--- config.mk ---
export PLATFORM = sky130hd
export DESIGN_NAME = collision_reader_flat
export DESIGN_NICKNAME = d
export VERILOG_FILES = /design/src/rtl/collision_reader_if.sv /design/src/rtl/collision_reader.sv /design/src/flat_wrapper.sv
export SDC_FILE = /design/constraint.sdc
export NUM_CORES = 1
export LEC_CHECK = 0
export CAP_MARGIN = 30
export CORE_MARGIN = 4
export CORE_UTILIZATION = 51
export DETAILED_ROUTE_END_ITERATION = 7
export PLACE_DENSITY = 0.95
export RECOVER_POWER = 25
export SYNTH_ARGS = -nofsm -noshare
export SYNTH_HDL_FRONTEND = slang
export SYNTH_SLANG_ARGS = --single-unit
--- constraint.sdc ---
create_clock -name clk -period 2.98 [get_ports clk]
set_input_delay 0.447 -clock clk [delete_from_list [all_inputs] [get_ports clk]]
set_output_delay 0.447 -clock clk [all_outputs]
set_load 0.05 [all_outputs]
--- src/rtl/collision_reader_if.sv ---
// ---------------------------------------------------------------------------
// collision_reader_if
//
// Bundles the two buses the collision reader talks on:
//   - port B of the 1Kx9 collision buffer (address, write enable, write data,
//     registered read data that arrives one cycle after the address)
//   - the collision record stream into the collision register file
//     (valid/ready handshake carrying buffer address and object id)
//
// Modports:
//   master : the collision reader (drives the buffer port and the records)
//   slave  : the buffer/register-file side (returns read data and ready)
// ---------------------------------------------------------------------------
interface collision_reader_if #(
   parameter int ADDR_WIDTH = 10,
   parameter int DATA_WIDTH = 9
);

   logic                  mem_wr;
   logic [ADDR_WIDTH-1:0] mem_addr;
   logic [DATA_WIDTH-1:0] mem_wr_data;
   logic [DATA_WIDTH-1:0] mem_rd_data;

   logic                  coll_valid;
   logic                  coll_ready;
   logic [ADDR_WIDTH-1:0] coll_addr;
   logic [DATA_WIDTH-2:0] coll_id;

   modport master (
      output mem_wr,
      output mem_addr,
      output mem_wr_data,
      input  mem_rd_data,
      output coll_valid,
      input  coll_ready,
      output coll_addr,
      output coll_id
   );

   modport slave (
      input  mem_wr,
      input  mem_addr,
      input  mem_wr_data,
      output mem_rd_data,
      input  coll_valid,
      output coll_ready,
      input  coll_addr,
      input  coll_id
   );

endinterface

--- src/rtl/collision_reader.sv ---
// ---------------------------------------------------------------------------
// collision_reader
//
// Port-B client of the collision buffer. After the sprite renderer has filled
// the buffer, a start pulse makes this block walk the buffer from address 0
// upward. Every entry whose top bit (collision flag) is set is handed to the
// collision register file as an (address, object id) record over a
// valid/ready handshake. Optionally every visited entry is written back to
// zero so the buffer is clean for the next line/frame.
//
// Ports:
//   clk         system clock, rising edge
//   reset       asynchronous active-high reset; aborts a scan in progress
//   start       one-cycle scan request, ignored while busy
//   scan_len    number of entries to scan (clamped to the buffer depth),
//               latched at start
//   clear_en    zero each visited entry, latched at start
//   busy        scan in progress
//   done        one-cycle pulse when the scan finishes
//   bus         buffer port B and collision record stream (master side)
//   coll_count  saturating count of records accepted in the current/last scan
// ---------------------------------------------------------------------------
module collision_reader #(
   parameter int ADDR_WIDTH  = 10,
   parameter int DATA_WIDTH  = 9,
   parameter int COUNT_WIDTH = 8
) (
   input  logic                   clk,
   input  logic                   reset,
   input  logic                   start,
   input  logic [ADDR_WIDTH:0]    scan_len,
   input  logic                   clear_en,
   output logic                   busy,
   output logic                   done,
   collision_reader_if.master     bus,
   output logic [COUNT_WIDTH-1:0] coll_count
);

   localparam logic [ADDR_WIDTH:0] DEPTH = {1'b1, {ADDR_WIDTH{1'b0}}};
   localparam logic [ADDR_WIDTH-1:0] IDX_ONE = ADDR_WIDTH'(1);
   localparam logic [COUNT_WIDTH-1:0] CNT_ONE = COUNT_WIDTH'(1);

   typedef enum logic [2:0] {
      IDLE = 3'd0,
      READ = 3'd1,
      EVAL = 3'd2,
      EMIT = 3'd3,
      DONE = 3'd4
   } state_t;

   state_t                 state;
   state_t                 state_next;

   logic [ADDR_WIDTH-1:0]  index;
   logic [ADDR_WIDTH-1:0]  index_next;
   logic [ADDR_WIDTH-1:0]  last_index;
   logic [ADDR_WIDTH-1:0]  last_index_next;
   logic                   clear_q;
   logic                   clear_next;
   logic [ADDR_WIDTH-1:0]  coll_addr_q;
   logic [ADDR_WIDTH-1:0]  coll_addr_next;
   logic [DATA_WIDTH-2:0]  coll_id_q;
   logic [DATA_WIDTH-2:0]  coll_id_next;
   logic [COUNT_WIDTH-1:0] count_q;
   logic [COUNT_WIDTH-1:0] count_next;

   logic                   len_zero;
   logic [ADDR_WIDTH-1:0]  last_from_len;
   logic                   entry_flag;
   logic [DATA_WIDTH-2:0]  entry_id;
   logic                   at_last;
   logic                   count_full;

   // The scan length is kept as the index of the last entry rather than as a
   // count. That fits in ADDR_WIDTH bits even for a full-depth scan, and lets
   // the walk stop on index == last_index before the index is incremented, so
   // the index never has to wrap past the top of the buffer. Requests larger
   // than the buffer are clamped to the whole buffer.
   always_comb begin
      len_zero = (scan_len == '0);
      if (scan_len >= DEPTH) begin
         last_from_len = '1;
      end else begin
         last_from_len = scan_len[ADDR_WIDTH-1:0] - IDX_ONE;
      end
   end

   // Field split of the buffer word returned on port B, plus the two
   // termination/saturation conditions used by the sequencer.
   always_comb begin
      entry_flag = bus.mem_rd_data[DATA_WIDTH-1];
      entry_id   = bus.mem_rd_data[DATA_WIDTH-2:0];
      at_last    = (index == last_index);
      count_full = &count_q;
   end

   // State and datapath registers. Reset abandons any scan in flight; the
   // buffer may then be only partly cleared, which software handles by
   // simply running the scan again.
   always_ff @(posedge clk or posedge reset) begin
      if (reset) begin
         state       <= IDLE;
         index       <= '0;
         last_index  <= '0;
         clear_q     <= 1'b0;
         coll_addr_q <= '0;
         coll_id_q   <= '0;
         count_q     <= '0;
      end else begin
         state       <= state_next;
         index       <= index_next;
         last_index  <= last_index_next;
         clear_q     <= clear_next;
         coll_addr_q <= coll_addr_next;
         coll_id_q   <= coll_id_next;
         count_q     <= count_next;
      end
   end

   // Scan sequencer. Each clean entry takes READ (address out) then EVAL
   // (data back, optional clear). A flagged entry adds an EMIT phase that
   // waits for the register file to take the record; the record fields are
   // captured in EVAL so they stay frozen however long the stall lasts.
   // coll_ready only influences what happens at the next edge, never the
   // outputs of the current cycle.
   always_comb begin
      state_next      = state;
      index_next      = index;
      last_index_next = last_index;
      clear_next      = clear_q;
      coll_addr_next  = coll_addr_q;
      coll_id_next    = coll_id_q;
      count_next      = count_q;

      unique case (state)
         IDLE: begin
            if (start) begin
               last_index_next = last_from_len;
               clear_next      = clear_en;
               count_next      = '0;
               index_next      = '0;
               if (len_zero) begin
                  state_next = DONE;
               end else begin
                  state_next = READ;
               end
            end
         end

         READ: begin
            state_next = EVAL;
         end

         EVAL: begin
            if (entry_flag) begin
               coll_addr_next = index;
               coll_id_next   = entry_id;
               state_next     = EMIT;
            end else if (at_last) begin
               state_next = DONE;
            end else begin
               index_next = index + IDX_ONE;
               state_next = READ;
            end
         end

         EMIT: begin
            if (bus.coll_ready) begin
               if (!count_full) begin
                  count_next = count_q + CNT_ONE;
               end
               if (at_last) begin
                  state_next = DONE;
               end else begin
                  index_next = index + IDX_ONE;
                  state_next = READ;
               end
            end
         end

         DONE: begin
            state_next = IDLE;
         end

         default: begin
            state_next = IDLE;
         end
      endcase
   end

   // Outputs are decoded purely from registered state. Port B only writes in
   // EVAL, the single cycle per entry in which the entry is being looked at,
   // and the write data is always zero because clearing is its only purpose.
   always_comb begin
      busy            = (state != IDLE);
      done            = (state == DONE);
      bus.mem_addr    = index;
      bus.mem_wr      = (state == EVAL) && clear_q;
      bus.mem_wr_data = '0;
      bus.coll_valid  = (state == EMIT);
      bus.coll_addr   = coll_addr_q;
      bus.coll_id     = coll_id_q;
      coll_count      = count_q;
   end

endmodule

--- src/flat_wrapper.sv ---
// flat-port wrapper written by rule: the top's interface ports become plain ports
module collision_reader_flat 
#(
   parameter int ADDR_WIDTH  = 10,
   parameter int DATA_WIDTH  = 9,
   parameter int COUNT_WIDTH = 8
)
  (clk, reset, start, scan_len, clear_en, busy, done, coll_count, bus_mem_wr, bus_mem_addr, bus_mem_wr_data, bus_mem_rd_data, bus_coll_valid, bus_coll_ready, bus_coll_addr, bus_coll_id);
  collision_reader_if #(.ADDR_WIDTH(ADDR_WIDTH), .DATA_WIDTH(DATA_WIDTH)) bus_i ();
  input  logic clk;
  input  logic reset;
  input  logic start;
  input  logic [ADDR_WIDTH:0] scan_len;
  input  logic clear_en;
  output logic busy;
  output logic done;
  output logic [COUNT_WIDTH-1:0] coll_count;
  output wire logic [$bits(bus_i.mem_wr)-1:0] bus_mem_wr;
  output wire logic [$bits(bus_i.mem_addr)-1:0] bus_mem_addr;
  output wire logic [$bits(bus_i.mem_wr_data)-1:0] bus_mem_wr_data;
  input wire logic [$bits(bus_i.mem_rd_data)-1:0] bus_mem_rd_data;
  output wire logic [$bits(bus_i.coll_valid)-1:0] bus_coll_valid;
  input wire logic [$bits(bus_i.coll_ready)-1:0] bus_coll_ready;
  output wire logic [$bits(bus_i.coll_addr)-1:0] bus_coll_addr;
  output wire logic [$bits(bus_i.coll_id)-1:0] bus_coll_id;
  assign bus_mem_wr = bus_i.mem_wr;
  assign bus_mem_addr = bus_i.mem_addr;
  assign bus_mem_wr_data = bus_i.mem_wr_data;
  assign bus_i.mem_rd_data = bus_mem_rd_data;
  assign bus_coll_valid = bus_i.coll_valid;
  assign bus_i.coll_ready = bus_coll_ready;
  assign bus_coll_addr = bus_i.coll_addr;
  assign bus_coll_id = bus_i.coll_id;
  collision_reader #(.ADDR_WIDTH(ADDR_WIDTH), .DATA_WIDTH(DATA_WIDTH), .COUNT_WIDTH(COUNT_WIDTH)) u_core (.clk(clk), .reset(reset), .start(start), .scan_len(scan_len), .clear_en(clear_en), .busy(busy), .done(done), .bus(bus_i), .coll_count(coll_count));
endmodule
==> results.txt <==
* Leftover overflow at the end of global routing: 0
* Number of hold buffers added after cts: 0
- In the post-synthesis netlist, the biggest area contributors are dfrtp_1, mux2_2, xnor2_1, nor2_1, o21ai_0.
* Post-CTS Setup Inserts: 0
- The routed layout has 2195 vias.
- For this design the total switching power over the nets is 0.00129 W.
* Delay contributed by the slowest stage of the critical path: 800 ps
- Setup repair after global routing left no endpoint under its margin.
* Number of antenna cells inserted: 0
* TNS Setup: 0 ps
* Most instantiated library cell after synthesis: dfrtp_1
- In the synthesized netlist, the cells that appear most often are dfrtp_1, nor2_1, xnor2_1.
* Most used flip-flop cell after synthesis: dfrtp_1
* Via count of the first global-routing pass: 2105
* Number of antenna violations at the first check in global routing: 0
* First-pass GRT wire length: 10100 um
* Filler-free cell count of the finished design: 394
* Critical path, cell by cell: nor2b_1, and3_1, clkdlybuf4s50_1
- Dividing the final minimum period by the clock period gives 0.883.
- Detailed placement ended at an HPWL of 4540 um.
- The congestion estimate from routability-driven global placement came to 0.865.
* Library cell contributing the largest single delay on the critical path: clkdlybuf4s50_1
* Worst-case clock buffer depth: 2
* Number of placed I/O pins: 74
* # H-tree levels: 2
* Maximum net fanout on the critical path: 10
- At the pin with the least slew margin, the transition time is 890 ps.
- #FFs+latches synth: 50
- Synth Area per Inst: 10.0 sq um
- Total routing usage reported by global routing: 0.202
* Max_slew headroom: 0.406
* Largest area contributor in the netlist: dfrtp_1
* Comb power frac: 0.488
- Min-Delay Path Class: register to register
- Count of nets after finishing: 355
- Share of async-settable or async-resettable flops after synthesis: 1.00
* Clock Sink Count: 50
- Number of DRC violations after detailed-routing iteration 0: 223
* Placed Cells: 386
* Min cycle time layout: 2630 ps
- Dividing total power by cell area gives a power density of 849 nW/um^2.
- At the end of the flow the core is filled with cells to 0.697.
- Synthesis produced a netlist whose cell count is 260.
* Detail-routed via count per cell: 5.57
- The region available for standard cell placement spans 4850 sq um.
* CTS tree: yes
* # port buffers: 64
- From bottom edge to top edge, the die measures 79.5 um.
- In this run the remaining antenna-violating nets after routing total 0.
- The later pin in the worst-skew pair is clocked with a latency of 300 ps.
- For this run, the register share of the synthesized area comes to 0.480.
- Across the run, the number of max-cap violations was 0.
* Kind of capture point of the worst setup path: output pin
- Largest net degree at the start of global routing: 27
- Clock network power share: 0.141
- Summing internal, switching and leakage power gives 0.00287 W.
* Die Footprint: 6320 sq um
- The floorplan step set the die width to 79.5 um.
* Post-detailed-route DRC marker count: 0
- Leakage power: 1.37 nW
- Wires add up to 5950 um.
- The first TritonRoute pass finished after 4 iterations.
* Yosys cell types: 42
- Starting utilization of the core area: 0.538
- Data arrives at the worst endpoint at 2180 ps.
- CP Data Required Time: 2530 ps
- CP Class: register to output pin
- During synthesis, Yosys emitted a total of 0 warnings.
- STA classifies the critical path startpoint as a register.
* Cell area after synthesis: 2610 sq um
- Maximum clock frequency: 0.380 GHz
- On the final layout, the worst hold slack is 476 ps.
- The final-report max-slew violation count came to 0.
* Signed area change from the synthesized netlist to the final layout: 29.6%
* Part of the power in registers: 0.371
- Inserted Clock Buffers: 5
* Max Clock Skew: 5.98 ps
- The number of hold-slack violations in the final timing report is 0.
- In the final layout, the share of cells above drive strength 1 is 0.116.
- CTS clock-pin slew for the worst setup and hold paths: 90 ps
- Peak supply drop: 394 uV
* EDFF count, synth: 0
- Setup violations remaining at the end of the flow were counted as 0.
* CTS resizes: 0
* Result of the run: completed
- Switching share of total power: 0.450
- Cell internal power was estimated by the tool at 0.00158 W.
- The share of synthesized area in the top cell type comes to 0.480.
* CTS Root Cell: clkbuf_8
* Average detailed-routed wire length per instance: 15.1 um
- In this run the core area contains 25 standard-cell rows.
-- registers in the layout (all words and copies together), names as in the netlist --
| signal | cells |
|---|---|
| u_core.last_index | 10 |
| u_core.state | 3 |
| u_core.bus.mem_addr | 10 |
| u_core.bus.coll_addr | 10 |
| u_core.coll_count | 8 |
| u_core.clear_q | 1 |
| u_core.bus.coll_id | 8 |
-- cell families after synthesis --
kind of cell / Yosys count / synth area share
muxes: 19 / 0.0816
and+or+nand+nor: 90 / 0.177
other: 1 / 0.00144
AOI/OAI and AO/OA: 47 / 0.114
buffers and inverters: 28 / 0.0561
adders and majority gates: 4 / 0.0192
DFF: 50 / 0.480
xor gates and xnor gates: 21 / 0.0705
-- cells in the final DEF (no fill, tap or decap), drive strengths merged, types with 2 or more instances in the layout --
cell type      synthesis  routed
nor3                   7       7
o41ai                  2       2
nor4                   2       2
nand3                 12      12
mux2                  18      18
or3                    8       8
nand4                  6       6
nor2b                  2       2
nand2                 15      15
nand2b                 2       2
inv                   10      10
nor2                  26      26
buf                   13       3
a21oi                 16      16
and3                   3       3
or4                    2       2
clkbuf                 5       8
clkdlybuf4s50          0      63
a31oi                  4       4
conb                   1       9
o21ai                 17      17
or2                    2       2
ha                     4       4
xnor2                 20      20
dfrtp                 50      50
-- worst paths after layout --
kind                            depth (start not counted)  slack [ps]                      to             from
worst max-delay path                                    3         350              bus_mem_wr  u_core.state[1]
worst min-delay path                                    2         480          u_core.clear_q   u_core.clear_q
worst max register to register                          4         830    u_core.coll_count[3]  u_core.state[1]
worst min register to register                          2         480          u_core.clear_q   u_core.clear_q
max in group asynchronous                               3         940    u_core.coll_count[4]            reset
min in group asynchronous                               2         760  u_core.bus.mem_addr[1]            reset
-- power by group through the flow --
stage	sequential [W]	combinational, W	clock (W)
floorplan	0.00139	0.000648	0
global placement	0.00106	0.00137	0
detailed placement	0.00107	0.00140	0
CTS	0.00106	0.00141	0.000411
global route	0.00110	0.00148	0.000444
finish	0.00106	0.00140	0.000404
-- area by class of cell --
cell class              instances  area [sq um]
fillers                       355          1470
flip-flops and latches         50          1250
multi-input cells             190          1240
repair buffers                 69           671
well taps                      67          83.8
clock buffers                   6          82.6
inverters                      10          37.5
clock inverters                 2          12.5
-- per-stage QoR --
stage	instance area [sq um]	setup slack, ps
detailed placement	3290	547
floorplan	2640	960
global route	3380	262
finish	3380	350
global placement	3290	617
CTS	3390	357
-- metal layers --
metal | wire (um) | vias to the layer above | global-route usage
met1 | 2400 | 1085 | 0.260
met5 | 0 | - | 0
met3 | 287 | 8 | 0.0327
met2 | 3190 | 68 | 0.348
met4 | 78 | 0 | 0.0584
li1 | - | 1034 | -
-- worst max-delay path, delay by kind of cell, from the launching register on --
kind / cells / cell delay (ps)
flops: 1 / 530
buf+inv: 1 / 800
simple gates: 2 / 550
Power figures use the tool's default switching activity.
